**src/rtl/block_stream_gen.sv**
```systemverilog
// Serial ASCII word generator: expands BEGIN/END/SPACE/JUNK commands into
// space-terminated characters and tracks the resulting BEGIN/END nesting depth.
module block_stream_gen #(
  parameter int unsigned DEPTH_W = 32
) (
  input  logic               clk,
  input  logic               reset,
  input  logic               cmd_valid,
  input  logic [1:0]         cmd,
  input  logic               upper,
  output logic               cmd_ready,
  output logic [7:0]         out,
  output logic               out_valid,
  input  logic               out_ready,
  output logic [DEPTH_W-1:0] depth,
  output logic               balanced
);

  typedef enum logic [1:0] {
    IDLE = 2'd0,
    EMIT = 2'd1,
    SEP  = 2'd2
  } state_e;

  localparam logic [1:0] CMD_BEGIN = 2'd0;
  localparam logic [1:0] CMD_END   = 2'd1;
  localparam logic [1:0] CMD_SPACE = 2'd2;
  localparam logic [1:0] CMD_JUNK  = 2'd3;

  state_e             state_q, state_d;
  logic [1:0]         cmd_q, cmd_d;
  logic               upper_q, upper_d;
  logic [2:0]         idx_q, idx_d;
  logic [DEPTH_W-1:0] depth_q, depth_d;
  logic               err_q, err_d;

  // Letters are stored lowercase; clearing bit 5 gives the uppercase form.
  function automatic logic [7:0] word_char(input logic [1:0] c, input logic [2:0] i,
                                           input logic up);
    logic [7:0] lc;
    lc = 8'h00;
    case (c)
      CMD_BEGIN: begin
        case (i)
          3'd0:    lc = 8'h62;
          3'd1:    lc = 8'h65;
          3'd2:    lc = 8'h67;
          3'd3:    lc = 8'h69;
          3'd4:    lc = 8'h6E;
          default: lc = 8'h00;
        endcase
      end
      CMD_END: begin
        case (i)
          3'd0:    lc = 8'h65;
          3'd1:    lc = 8'h6E;
          3'd2:    lc = 8'h64;
          default: lc = 8'h00;
        endcase
      end
      CMD_JUNK: lc = 8'h78;
      default:  lc = 8'h00;
    endcase
    if (up) begin
      return lc & 8'hDF;
    end else begin
      return lc;
    end
  endfunction

  function automatic logic [2:0] last_idx(input logic [1:0] c);
    case (c)
      CMD_BEGIN: return 3'd4;
      CMD_END:   return 3'd2;
      default:   return 3'd0;
    endcase
  endfunction

  always_ff @(posedge clk) begin
    if (reset) begin
      state_q <= IDLE;
      cmd_q   <= 2'd0;
      upper_q <= 1'b0;
      idx_q   <= 3'd0;
      depth_q <= '0;
      err_q   <= 1'b0;
    end else begin
      state_q <= state_d;
      cmd_q   <= cmd_d;
      upper_q <= upper_d;
      idx_q   <= idx_d;
      depth_q <= depth_d;
      err_q   <= err_d;
    end
  end

  always_comb begin
    state_d = state_q;
    cmd_d   = cmd_q;
    upper_d = upper_q;
    idx_d   = idx_q;
    depth_d = depth_q;
    err_d   = err_q;
    case (state_q)
      IDLE: begin
        if (cmd_valid) begin
          cmd_d   = cmd;
          upper_d = upper;
          idx_d   = 3'd0;
          state_d = (cmd == CMD_SPACE) ? SEP : EMIT;
        end else begin
          state_d = IDLE;
        end
      end
      EMIT: begin
        if (out_ready) begin
          if (idx_q == last_idx(cmd_q)) begin
            state_d = SEP;
          end else begin
            idx_d = idx_q + 3'd1;
          end
        end else begin
          state_d = EMIT;
        end
      end
      SEP: begin
        // Depth only moves when the terminating space is handed off.
        if (out_ready) begin
          state_d = IDLE;
          case (cmd_q)
            CMD_BEGIN: begin
              if (depth_q != '1) begin
                depth_d = depth_q + DEPTH_W'(1);
              end else begin
                depth_d = depth_q;
              end
            end
            CMD_END: begin
              if (depth_q != '0) begin
                depth_d = depth_q - DEPTH_W'(1);
              end else begin
                err_d = 1'b1;
              end
            end
            default: depth_d = depth_q;
          endcase
        end else begin
          state_d = SEP;
        end
      end
      default: state_d = IDLE;
    endcase
  end

  always_comb begin
    cmd_ready = (state_q == IDLE);
    out_valid = (state_q != IDLE);
    case (state_q)
      EMIT:    out = word_char(cmd_q, idx_q, upper_q);
      SEP:     out = 8'h20;
      default: out = 8'h00;
    endcase
    depth    = depth_q;
    balanced = (depth_q == '0) && !err_q;
  end

endmodule

```
**config.mk**
```make
export PLATFORM = sky130hd
export DESIGN_NAME = block_stream_gen
export DESIGN_NICKNAME = d
export VERILOG_FILES = /design/src/rtl/block_stream_gen.sv
export SDC_FILE = /design/constraint.sdc
export NUM_CORES = 1
export LEC_CHECK = 0
export CORE_ASPECT_RATIO = 2
export CORE_MARGIN = 1
export CORE_UTILIZATION = 60
export DETAILED_ROUTE_END_ITERATION = 12
export PLACE_DENSITY = 0.87
export SLEW_MARGIN = 25
export SYNTH_ARGS = -nofsm -noshare
export SYNTH_HDL_FRONTEND = slang
export SYNTH_SLANG_ARGS = --single-unit
```
**constraint.sdc**
```tcl
create_clock -name clk -period 6.3 [get_ports clk]
set_input_delay 1.26 -clock clk [delete_from_list [all_inputs] [get_ports clk]]
set_output_delay 1.26 -clock clk [all_outputs]
set_load 0.02 [all_outputs]
```
; Yosys cells after proc, flatten, opt, wreduce, memory -nomap -nowiden
; Cells that the tools add are included.
[classes]
eq_ne = 17
bitwise_logic = 1
mux = 21
addsub = 3
reduce_logical = 14
[op_table]
columns = op, n
row1 = two-way mux 32 bit, 2
row2 = case mux 32 bit (2 select lines), 1
row3 = case mux 7 bit (3 select lines), 2
row4 = case mux 7 bit (5 select lines), 1
row5 = adder 32 x 1 -> 32 bit (second input constant), 1
row6 = zero test 32 bit, 1
row7 = != test 32 bit (second input constant), 1
row8 = nonzero test 32 bit, 1
row9 = subtractor 32 x 1 -> 32 bit (second input constant), 1
row10 = case mux 8 bit (2 select lines), 1
row11 = two-way mux 3 bit, 5
row12 = case mux 3 bit (2 select lines), 2
row13 = two-way mux 2 bit, 5
row14 = != test 2 bit (second input constant), 5
row15 = AND reduction 4 bit, 2
row16 = equality test 2 bit (second input constant), 3
row17 = equality test 3 x 2 -> 1 bit (second input constant), 2
row18 = two-way mux 6 bit, 1
row19 = case mux 2 bit (3 select lines), 1
row20 = nonzero test 2 bit, 3
row21 = AND reduction 5 bit, 1
row22 = equality test 2 x 1 -> 1 bit (second input constant), 2
row23 = zero test 2 bit, 2
row24 = adder 3 x 1 -> 3 bit (second input constant), 1
row25 = 9 further kinds, 9
[totals]
ff_bits = 41
word_cells = 62
out_inout_bits = 43
inputBits = 7

; Longest topological paths before layout
; Gate-level depths: netlist of the first run.
[depth]
word_depth = 8
depth_mapped = 13
ltp_nobuf = 10

; Worst setup path after synthesis of the first run
; Ideal clock, no wire load.
[synth_timing]
path_type = register to output
startpoint = reg state_q[1]
endpoint = out out[2]
path_stages_with_launch = 6
required_ns = 5.040
setup_slack_ns = 3.102
path_buffers = 1
arrival_time_ns = 1.938
cell_sequence = dfxtp_1 > inv_1 > ha_1 > clkbuf_1 > nand2_1 > a2111oi_0
[synth_between]
elab_chain_cells = 2
elab_cells_between_ends = 3
classes_between = eq/ne (2) / mux (1)
[synth_lines]
columns = item, line_no
row1 = "start, declared", 30  ; state_e state_q, state_d;
row2 = "start signal, assigned", 88  ; state_q <= state_d;
row3 = equality test 2 bit or equality test 2 x 1 -> 1 bit (tied branches), 158  ; case (state_q)
row4 = case mux 8 bit (2 select lines) *, 158
row5 = "end, declared", 12  ; output logic [7:0] out,
; Every way passes the cells marked *; elsewhere a longest branch is shown, timed or not.

; Worst setup path in the final report of the first run
[layout_timing]
startpoint = reg depth_q[17], in the netlist depth[17]
endpoint = out balanced
[layout_between]
elab_chain_cells = 2
[layout_lines]
columns = item, line_no
row1 = "start, declared", 34  ; logic [DEPTH_W-1:0] depth_q, depth_d;
row2 = "start signal, assigned", 92  ; depth_q <= depth_d;
row3 = zero test 32 bit, 164  ; balanced = (depth_q == '0) && !err_q;
row4 = logical AND 1 bit, 164
row5 = "end, declared", 16  ; output logic balanced
; No other way between the ends.

==> results of run 1 <==
## cell type report
class                      count  share of cell area
multi-input combinational    393              0.6070
sequential                    41              0.2058
inverter                      14             0.01317
tap                           60             0.01882
clock buffer                   7             0.02164
timing repair buffer          51              0.1261
clock inverter                 1            0.007528
## layer usage
layer,wire length (um),global-route usage,vias up
met5,0,0,-
met4,898,0.2997,0
met3,647,0.05294,76
met2,6172,0.7272,229
met1,4137,0.3869,1809
li1,-,-,1850
## synth_stat cells, drive strengths merged (6+ instances only)
master | number | area [um^2]
or3 | 16 | 100.1
nand3 | 14 | 70.07
xnor2 | 9 | 78.83
mux2i | 10 | 100.1
nor4b | 6 | 52.55
a21oi | 36 | 180.2
xor2 | 12 | 105.1
nor4 | 19 | 118.9
o21ai | 31 | 155.1
nor2 | 55 | 206.5
nor3 | 22 | 115.1
a31oi | 6 | 37.54
ha | 10 | 125.1
or4 | 9 | 71.32
inv | 14 | 52.55
buf | 10 | 63.81
clkbuf | 32 | 120.1
nand4 | 20 | 125.1
dfxtp | 41 | 820.8
and3 | 7 | 43.79
nand2 | 38 | 142.6
and4 | 9 | 78.83
## power by group
group	switching, mW	internal [mW]
Combinational	0.0844	0.0534
Clock	0.100	0.129
Sequential	0.0123	0.264
Total	0.197	0.447
## worst max path at each step
stage,startpoint,to,cells after the start
global placement,depth[17],balanced,5
floorplan,state_q[1],out[2],5
global route,depth[17],balanced,5
detailed placement,depth[17],balanced,5
CTS,depth[17],balanced,5
finish,depth[17],balanced,5
## kinds of logic after synthesis
logic type                 Yosys count  synth area share
and+or+nand+nor                    242            0.3773
AOI/OAI and AO/OA                  107            0.1924
buffers and inverters               56           0.06799
DFF                                 41            0.2360
xor gates and xnor gates            21           0.05288
muxes                               12           0.03633
adders and majority gates           10           0.03597
other                                1          0.001078
## flip-flops by register name, summed over array words and instances, names as in the netlist
register	cells
idx_q	3
cmd_q	2
depth	32
err_q	1
upper_q	1
state_q	2
## worst max-delay path: stages (launching register included)
cell             delay (ps)
dfxtp_1                 420
or4_1                   660
nor4_1                  460
nand3_1                 140
nor2_1                  110
clkdlybuf4s50_1         610
## through the flow
step	total power [mW]	std cells	hold slack (ps)
2_1_floorplan	0.3728	490	436.3
3_3_place_gp	0.4141	559	445.2
3_5_place_dp	0.4176	559	451.8
4_1_cts	0.6460	567	463.3
5_1_grt	0.6679	567	479.3
6_report	0.6438	567	462.1
==> flow_summary.ini, run 1 <==
[outcome]
status = finished clean

[global_route]
antenna_found_initial = 0
grt_start_max_net_pins = 46
grt_pass1_wl_um = 18330
first_global_vias = 3676
grt_usage = 0.3914
grt_overflow = 0

[worst_setup_path]
cp.arrival_ps = 2720
reg2reg_from = cmd_q[1]
required_ps = 5040
path_max_fanout = 11
end_kind = primary output
criticalPathCategory = reg2out
reg2reg_slack_ps = 2680
crit_path_start_kind = register
r2r_end = depth[30]
r2r_cells = 11

[timing]
finalSetupTns_ps = 0
worstMarginPinSlew_ps = 937.5
rsz0062_at_grt = no
fin_ws_ps = 2323
post-route-period-util = 0.6313
hold_viol = 0
max_freq_ghz = 0.2514
final_max_slew_viol_count = 0
slew-limit-headroom = 0.3733
setup-violations-final = 0
fin_crit_ps = 3977
fin_skew_ps = 8.552

[synthesis]
synthArstFlopShare = 0
synth.net_count = 507
ys_seq_elements = 41
synthCells = 490
ys_types = 65
ys_seq_area_frac = 0.2360
synth_edf_count = 0
synth.cell_area_mm2 = 0.003478
ys.flop_type = dfxtp_1
postSynthAreaPerCell_um2 = 7.099
ys_warn_count = 0

[clock_tree]
cts_tree = yes
clock_sinks = 41
clockBufferDepth = 2
cts_resized = 0
cts_buffers = 5
clock_latency_ps = 310
cts-root-buf = clkbuf_8
cts.clk_slew.worst_paths_ps = 90
h-tree-depth = 2
post_cts_buffers = 0
cts_hold_buf = 0

[drt]
drt_wl_total_um = 11860
dr.pass1.iters = 7
wl_per_cell_um = 20.91
drtIter0Drc = 337
drc = 0
vias = 3964
via_per_inst = 6.991
ant_nets = 0

[layout]
multi_input_area_mm2 = 0.002421
seq_area_um2 = 820.8
final_cell_mix = 55 x nor2_1, 48 x clkdlybuf4s50_1, 41 x dfxtp_1
final_util = 0.7232
antennaDiodeCount = 0
layout_commonest_cell = nor2_1
area_growth_pct = 14.68
final_nets = 523
fillers = 455
final_layout_size_suffix_gt1_frac = 0.04536
fin_area_mm2 = 0.003989

[placement]
gp_congestion = 0.9773
post-place-ws_ps = 2676
place_area_mm2 = 0.003872
portBuffers = 48
post-dp-hpwl_um = 8634

[hold_path]
min_path_cells = 2
hold_path_class = reg2reg
holdPathEnd = upper_q
hp-start = upper_q

[die]
fp-row-count = 38
io_pins = 50
die-width_um = 55.84
core_mm2 = 0.005515
initial_core_util = 0.6307
die_h_um = 109.7
die-area_mm2 = 0.006124

[pwr]
power.leakage_nw = 1.405
p_per_area_mw_per_mm2 = 161.4
ir_worst_vdd_mv = 0.2297

[run]
max_cap_violations = 0
Power figures use the tool's default switching activity.
==> run 2, diff against run 1 <==
--- a/config.mk
+++ b/config.mk
@@ -7,9 +7,9 @@
 export LEC_CHECK = 0
 export CORE_ASPECT_RATIO = 2
 export CORE_MARGIN = 1
-export CORE_UTILIZATION = 60
+export CORE_UTILIZATION = 50
 export DETAILED_ROUTE_END_ITERATION = 12
-export PLACE_DENSITY = 0.87
+export PLACE_DENSITY = 0.77
 export SLEW_MARGIN = 25
 export SYNTH_ARGS = -nofsm -noshare
 export SYNTH_HDL_FRONTEND = slang
==> constraint.sdc (replaced) <==
create_clock -name clk -period 3.27 [get_ports clk]
set_input_delay 0.654 -clock clk [delete_from_list [all_inputs] [get_ports clk]]
set_output_delay 0.654 -clock clk [all_outputs]
set_load 0.02 [all_outputs]
==> run 2 against run 1 <==
Compared with the run above: worst setup slack lost 2200 ps; total power grew 120%; combinational power grew 110%; critical endpoint unchanged; largest power group is now clock.
==> flow_summary.ini, run 2 (synthesized netlist as in run 1, its figures left out) <==
[layout]
seq_area_um2 = 820.8
final_layout_size_suffix_gt1_frac = 0.09925
layout_commonest_cell = nor2_1
fillers = 613
final_cell_mix = 55 x nor2_1, 48 x clkdlybuf4s50_1, 41 x dfxtp_1
final_nets = 550
largest_register_ffs = 32
multi_input_area_mm2 = 0.002439
stdcell_count = 622
area_growth_pct = 23.60
antennaDiodeCount = 0

[die]
die_h_um = 120.0
io_pins = 50
die-width_um = 60.98
fp-row-count = 42
initial_core_util = 0.5212
core_mm2 = 0.006674
die-area_mm2 = 0.007314

[pwr]
power.leakage_nw = 1.575
p_per_area_mw_per_mm2 = 327.4
ir_worst_vdd_mv = 0.3571

[clock_tree]
clock_sinks = 41
cts.clk_slew.worst_paths_ps = 70
clockBufferDepth = 2
cts_resized = 0
clock_latency_ps = 290
cts-root-buf = clkbuf_16
h-tree-depth = 2
cts_tree = yes
cts_buffers = 5
cts_hold_buf = 0
post_cts_buffers = 0

[worst_setup_path]
required_ps = 2620
r2r_cells = 8
crit_path_top_delay_cell = or4_1
cp_slowest_stage_delay_ps = 630
cp.arrival_ps = 2460
cp-startpoint = depth[13]
path_cells = or4_1 -> and4b_1 -> nand3_1 -> nor2_1 -> clkdlybuf4s50_1
reg2reg_from = depth[7]
end_kind = primary output
cp-endpoint = balanced
reg2reg_slack_ps = 230
path_max_fanout = 10
r2r_end = depth[17]
criticalPathCategory = reg2out
crit_path_start_kind = register

[drt]
drc = 0
drtIter0Drc = 374
ant_nets = 0
via_per_inst = 6.569
vias = 4086
wl_per_cell_um = 22.61
dr.pass1.iters = 5
drt_wl_total_um = 14060

[global_route]
first_global_vias = 3986
met1_usage = 0.4023
grt.busiest_layer = met2
met2_usage = 0.7040
grt_usage = 0.4157
grt_start_max_net_pins = 37
grt_pass1_wl_um = 21600
antenna_found_initial = 0
met3_usage = 0.1142
grt_overflow = 0

[hold_path]
hp-start = upper_q
hold_path_class = reg2reg

[run]
max_cap_violations = 0

[timing]
setup-violations-final = 0
post-route-period-util = 0.9510
rsz0062_at_grt = no
fin_ws_ps = 160.1
fin_skew_ps = 7.411
finalSetupTns_ps = 0
worstMarginPinSlew_ps = 921.5
fin_crit_ps = 3110
max_freq_ghz = 0.3216
final_max_slew_viol_count = 0
slew-limit-headroom = 0.3792
hold_viol = 0
hold_ws_ps = 460.7

[outcome]
status = finished clean

[placement]
gp_congestion = 1.046
post-place-ws_ps = 329.3
portBuffers = 48
post-dp-hpwl_um = 10460
dp_cells = 614
## run 2: area by class of cell
class / instances / area share
clock buffer: 5 / 0.02910
clock inverter: 3 / 0.01077
inverter: 14 / 0.01222
multi-input combinational: 393 / 0.5672
sequential: 41 / 0.1909
tap: 88 / 0.02561
timing repair buffer: 78 / 0.1641
## run 2: metrics by stage
stage,power [mW],instance area (um^2),utilization
CTS,1.402,4282,0.6415
global route,1.457,4299,0.6442
global placement,0.8181,4110,0.6159
detailed placement,0.8206,4110,0.6159
floorplan,0.7183,3478,-
finish,1.408,4299,0.6442
## run 2: critical path, delay by kind of cell, from the launching register on
kind	cells	cell delay, ps
AND/OR/NAND/NOR	4	1130
buffers and inverters	1	610
flip-flops	1	420
## run 2: worst min-delay path by stage
stage	depth (start not counted)	slack, ps	end
final	2	460	upper_q
after global routing	2	490	upper_q
after CTS	2	460	upper_q
after detailed placement	2	450	upper_q
after global placement	2	450	upper_q
after floorplan	2	440	upper_q
## run 2: routing by layer
layer	up-vias	wire, um
li1	1891	-
met1	1925	4757
met2	204	7305
met3	66	860
met4	0	1138
met5	-	0
## run 2: report_power, final
| group | total, mW | internal, mW | leakage (nW) | switching, mW |
|---|---|---|---|---|
| registers | 0.524 | 0.510 | 0.331 | 0.0141 |
| clock network | 0.587 | 0.362 | 0.0800 | 0.226 |
| logic | 0.296 | 0.116 | 1.16 | 0.181 |
